`src/rtl/pal_cfg_loader.sv`:
```
// PAL configuration loader: takes the bitstream from a host as W-bit words over
// valid/ready and serialises exactly SR_LEN bits, MSB first, onto the PAL EN/CFG chain.
module pal_cfg_loader #(
  parameter int N = 8,
  parameter int M = 8,
  parameter int P = 8,
  parameter int W = 8
) (
  input  logic         CLK,
  input  logic         RES,
  input  logic         START,
  input  logic         ABORT,
  input  logic [W-1:0] DIN,
  input  logic         DIN_VALID,
  output logic         DIN_READY,
  output logic         SR_EN,
  output logic         SR_CFG,
  output logic         BUSY,
  output logic         CFG_VALID
);

  localparam int SR_LEN    = 2 * N * P + P * M;
  localparam int NWORDS    = (SR_LEN + W - 1) / W;
  localparam int LAST_BITS = SR_LEN - (NWORDS - 1) * W;
  localparam int CW        = $clog2(W + 1);
  localparam int WCW       = $clog2(NWORDS + 1);

  typedef enum logic [1:0] {
    S_IDLE,
    S_LOAD,
    S_DONE
  } state_t;

  state_t         r_state;

  logic [W-1:0]   r_hb_p0;
  logic           r_hb_full_p0;
  logic [WCW-1:0] r_words_p0;

  logic [W-1:0]   r_shr_p1;
  logic [CW-1:0]  r_sh_cnt_p1;
  logic           r_last_p1;

  logic           w_ready;
  logic           w_accept;
  logic           w_shift;
  logic           w_reload;
  logic           w_hb_last;
  logic           w_done;

  assign w_ready   = (r_state == S_LOAD) && !r_hb_full_p0 && (r_words_p0 < WCW'(NWORDS));
  assign w_accept  = w_ready && DIN_VALID;
  assign w_shift   = (r_sh_cnt_p1 != '0);
  assign w_reload  = r_hb_full_p0 &&
                     ((r_sh_cnt_p1 == '0) || ((r_sh_cnt_p1 == CW'(1)) && w_shift));
  // A full buffer always holds the most recently accepted word.
  assign w_hb_last = (r_words_p0 == WCW'(NWORDS));
  assign w_done    = (r_state == S_LOAD) && r_last_p1 && (r_sh_cnt_p1 == CW'(1));

  // Stage p0: host word capture into the holding buffer
  always_ff @(posedge CLK) begin
    if (w_accept) begin
      r_hb_p0 <= DIN;
    end
  end

  // Stage p1: control FSM, buffer bookkeeping and the output shift register
  always_ff @(posedge CLK) begin
    if (RES) begin
      r_state      <= S_IDLE;
      r_hb_full_p0 <= 1'b0;
      r_words_p0   <= '0;
      r_shr_p1     <= '0;
      r_sh_cnt_p1  <= '0;
      r_last_p1    <= 1'b0;
    end else if (ABORT) begin
      r_state      <= S_IDLE;
      r_hb_full_p0 <= 1'b0;
      r_words_p0   <= '0;
      r_sh_cnt_p1  <= '0;
      r_last_p1    <= 1'b0;
    end else begin
      case (r_state)
        S_IDLE, S_DONE: begin
          if (START) begin
            r_state      <= S_LOAD;
            r_hb_full_p0 <= 1'b0;
            r_words_p0   <= '0;
            r_sh_cnt_p1  <= '0;
            r_last_p1    <= 1'b0;
          end
        end
        S_LOAD: begin
          if (w_accept) begin
            r_hb_full_p0 <= 1'b1;
            r_words_p0   <= r_words_p0 + WCW'(1);
          end
          // Reloading on the last shift cycle keeps SR_EN gap-free.
          if (w_reload) begin
            r_shr_p1     <= r_hb_p0;
            r_sh_cnt_p1  <= w_hb_last ? CW'(LAST_BITS) : CW'(W);
            r_last_p1    <= w_hb_last;
            r_hb_full_p0 <= 1'b0;
          end else if (w_shift) begin
            r_shr_p1    <= r_shr_p1 << 1;
            r_sh_cnt_p1 <= r_sh_cnt_p1 - CW'(1);
          end
          if (w_done) begin
            r_state <= S_DONE;
          end
        end
        default: r_state <= S_IDLE;
      endcase
    end
  end

  assign DIN_READY = w_ready;
  assign SR_EN     = w_shift;
  assign SR_CFG    = r_shr_p1[W-1];
  assign BUSY      = (r_state == S_LOAD);
  assign CFG_VALID = (r_state == S_DONE);

endmodule

```
`config.mk`:
```
export PLATFORM = sky130hd
export DESIGN_NAME = pal_cfg_loader
export DESIGN_NICKNAME = d
export VERILOG_FILES = /design/src/rtl/pal_cfg_loader.sv
export SDC_FILE = /design/constraint.sdc
export NUM_CORES = 1
export LEC_CHECK = 0
export ABC_CLOCK_PERIOD_IN_PS = 3600
export CAP_MARGIN = 10
export CORE_MARGIN = 5
export CORE_UTILIZATION = 57
export DETAILED_ROUTE_END_ITERATION = 8
export GPL_TIMING_DRIVEN = 0
export PLACE_DENSITY = 0.85
export RECOVER_POWER = 100
export SLEW_MARGIN = 20
export SYNTH_ARGS = -nofsm -noshare
export SYNTH_HDL_FRONTEND = slang
export SYNTH_SLANG_ARGS = --single-unit
```
`constraint.sdc`:
```
create_clock -name CLK -period 3.6 [get_ports CLK]
set_clock_uncertainty 0.15 [all_clocks]
set_input_delay 0.54 -clock CLK [delete_from_list [all_inputs] [get_ports CLK]]
set_output_delay 0.54 -clock CLK [all_outputs]
set_load 0.1 [all_outputs]
```
==> results of run 1 <==
[state kept, by name, summed over array words and instances (netlist names)]
signal,flops
r_sh_cnt_p1,4
r_hb_p0,8
r_last_p1,1
r_state,2
r_words_p0,5
r_hb_full_p0,1
r_shr_p1,8
[synth_stat cells (all sizes together), types with 2 or more instances]
| cell type | n |
|---|---|
| inv | 7 |
| nand4b | 2 |
| dfxtp | 21 |
| a21oi | 7 |
| a311oi | 8 |
| nor2b | 2 |
| clkbuf | 3 |
| o21ai | 7 |
| ha | 5 |
| buf | 5 |
| edfxtp | 8 |
| nand2 | 15 |
| nand4 | 2 |
| nor2 | 16 |
| xor2 | 2 |
| nor3 | 4 |
| and3 | 2 |
| nand3 | 15 |
| nand2b | 3 |
| a31oi | 2 |
[cell families after synthesis]
kind of cell             count (synthesis)  synth area share
buffers and inverters                   15            0.0504
adder cells (fa/ha/maj)                  5            0.0458
AND/OR/NAND/NOR                         66             0.254
flip-flops                              29             0.484
multiplexers                             1           0.00733
XOR/XNOR                                 3            0.0193
AO/OA/AOI/OAI                           27             0.139
[metal layers]
metal  wire, um  up-vias  global-route usage
li1           -      570                   -
met1       1280      533               0.255
met2       1350       38               0.290
met3        166       11              0.0548
met4         94        0               0.117
met5          0        -                   0
[metrics by stage]
step,util,setup WS (ns),instances
after floorplan,-,0.974,146
after global placement,0.692,0.764,190
after detailed placement,0.692,0.752,190
after CTS,0.738,0.369,198
after global routing,0.725,0.152,198
final,0.725,0.294,198
[power by group through the flow]
stage / combinational, uW / sequential (uW) / clock (uW)
6_report: 68.1 / 343 / 333
5_1_grt: 73.8 / 344 / 357
4_1_cts: 72.7 / 343 / 338
3_5_place_dp: 71.9 / 351 / 0
3_3_place_gp: 70.4 / 350 / 0
2_1_floorplan: 46.7 / 351 / 0
[critical path, stage by stage (launching register included)]
cell           delay (ns)
dfxtp_1              0.31
nand2b_1             0.25
clkinv_1             0.10
buf_2                0.23
and2_1               0.18
dlygate4sd3_1        1.20
[worst paths after layout]
path                                    end      startpoint  cells after the start
worst max register to register  r_shr_p1[5]  r_sh_cnt_p1[0]                      7
worst min register to register    r_last_p1       r_last_p1                      2
worst min-delay path              r_last_p1       r_last_p1                      2
worst max-delay path              DIN_READY      r_state[1]                      5
[layout make-up]
| cell class | instances | area share |
|---|---|---|
| Buffer | 8 | 0.0199 |
| Clock buffer | 5 | 0.0230 |
| Clock inverter | 3 | 0.0398 |
| Inverter | 7 | 0.0161 |
| Multi-Input combinational cell | 102 | 0.377 |
| Sequential cell | 29 | 0.404 |
| Tap cell | 28 | 0.0214 |
| Timing Repair Buffer | 16 | 0.0980 |
==> out/results.ini, run 1 <==
[floorplanning]
dieArea_um2 = 3470
io_pins = 18
dieHeight_um = 58.9
core_area_um2 = 2250
die_w_um = 58.9
initial_utilization = 0.605
core.rowCount = 17

[power_and_ir_drop]
p_int_uw = 579
finalPower_uw = 745
seqPwrFrac = 0.461
sw_frac_of_total = 0.222
power.leakage_uw = 0.000589
pwr-share-comb = 0.091
p_switching_uw = 166
power_frac_clock = 0.448
power_density_nw_per_um2 = 456
irDropWorstVdd_mv = 0.356

[worst_hold_path]
hold_class = flop to flop

[final_layout]
multi_input_area_um2 = 617
fin_area_um2 = 1630
nFillCells = 193
layout_commonest_cell = dfxtp_1
antenna-diode-count = 0
area.sequential_um2 = 661
drive_above_1_share = 0.0706
syn2layout_area_growth_pct = 19.7
final_cell_mix = dfxtp_1, nor2_1, nand2_1, nand3_1, dlygate4sd3_1
nets = 187

[detailed_routing]
first_pass_iters = 4
drcViolationCount = 0
finalWirelength_mm = 2.89
viasPerCell = 5.82
ant_nets = 0
vias = 1152
drt-initial-drc-count = 28
routedWlPerCell_um = 14.6

[timing]
finalHoldWorstSlack_ns = 0.332
worst_pin_slew_ns = 0.978
finalCritPeriodShare = 0.918
hold_violations = 0
min_period_ns = 3.31
report.final.slew_viol_count = 0
grt_setup_unrepaired = false
setup_viol = 0
tns_ns = 0
max_freq_ghz = 0.302
slew-limit-headroom = 0.346

[clocking]
cts_buffers = 5
tritoncts = built
htree_levels = 2
cts.hold.buffers_added = 0
clkSlewWorstSetupHoldPaths_ns = 0.09
cts_root_buf = clkbuf_4
clock_latency_ns = 0.33
cts_resized = 0
post_cts_buffers = 0
clock_path_buffers = 2
cts.sinks = 29

[synth]
synth_top_area_cell = dfxtp_1
synth-seq-cells = 29
yosysWarnings = 0
synth_area_leaders = dfxtp_1, edfxtp_1, a311oi_1
synth_area_um2 = 1370
synth-async-reset-ratio = 0
yosysUniqueCellTypes = 38
synth_edf_count = 8
synth_nets = 164
yosysSeqAreaShare = 0.484
synth_top_area_frac = 0.308
avgSynthCellArea_um2 = 9.35
synth-main-ff-cell = dfxtp_1
syn_inst = 146

[critical_path]
worstPathRequired_ns = 2.91
end_kind = output port
worst-r2r-setup-slack_ns = 1.13
cp-start-kind = flop
path_class = flop to output port
crit_arrival_ns = 2.62
cp_max_fo = 10

[grt]
overflow = 0
grt_pass1_wl_mm = 5.20
grt.total_usage = 0.197
grt_pass1_vias = 1142
antenna_found_initial = 0
grt_max_degree = 12

[placement]
portBuffers = 16
gp_congestion = 0.856
dpl_cell_area_um2 = 1560
hpwl_mm = 2.03

[run]
drv_cap = 0

[outcome]
status = complete, no violations

Note: power is estimated with default switching activity, not from simulation.
==> run 2: changes to the inputs <==
--- a/config.mk
+++ b/config.mk
@@ -10,6 +10,7 @@
 export CORE_MARGIN = 5
 export CORE_UTILIZATION = 57
 export DETAILED_ROUTE_END_ITERATION = 8
+export GPL_ROUTABILITY_DRIVEN = 0
 export GPL_TIMING_DRIVEN = 0
 export PLACE_DENSITY = 0.85
 export RECOVER_POWER = 100
==> results of run 2 <==
No change in the layout: final DEF, timing and power equal those of run 1.
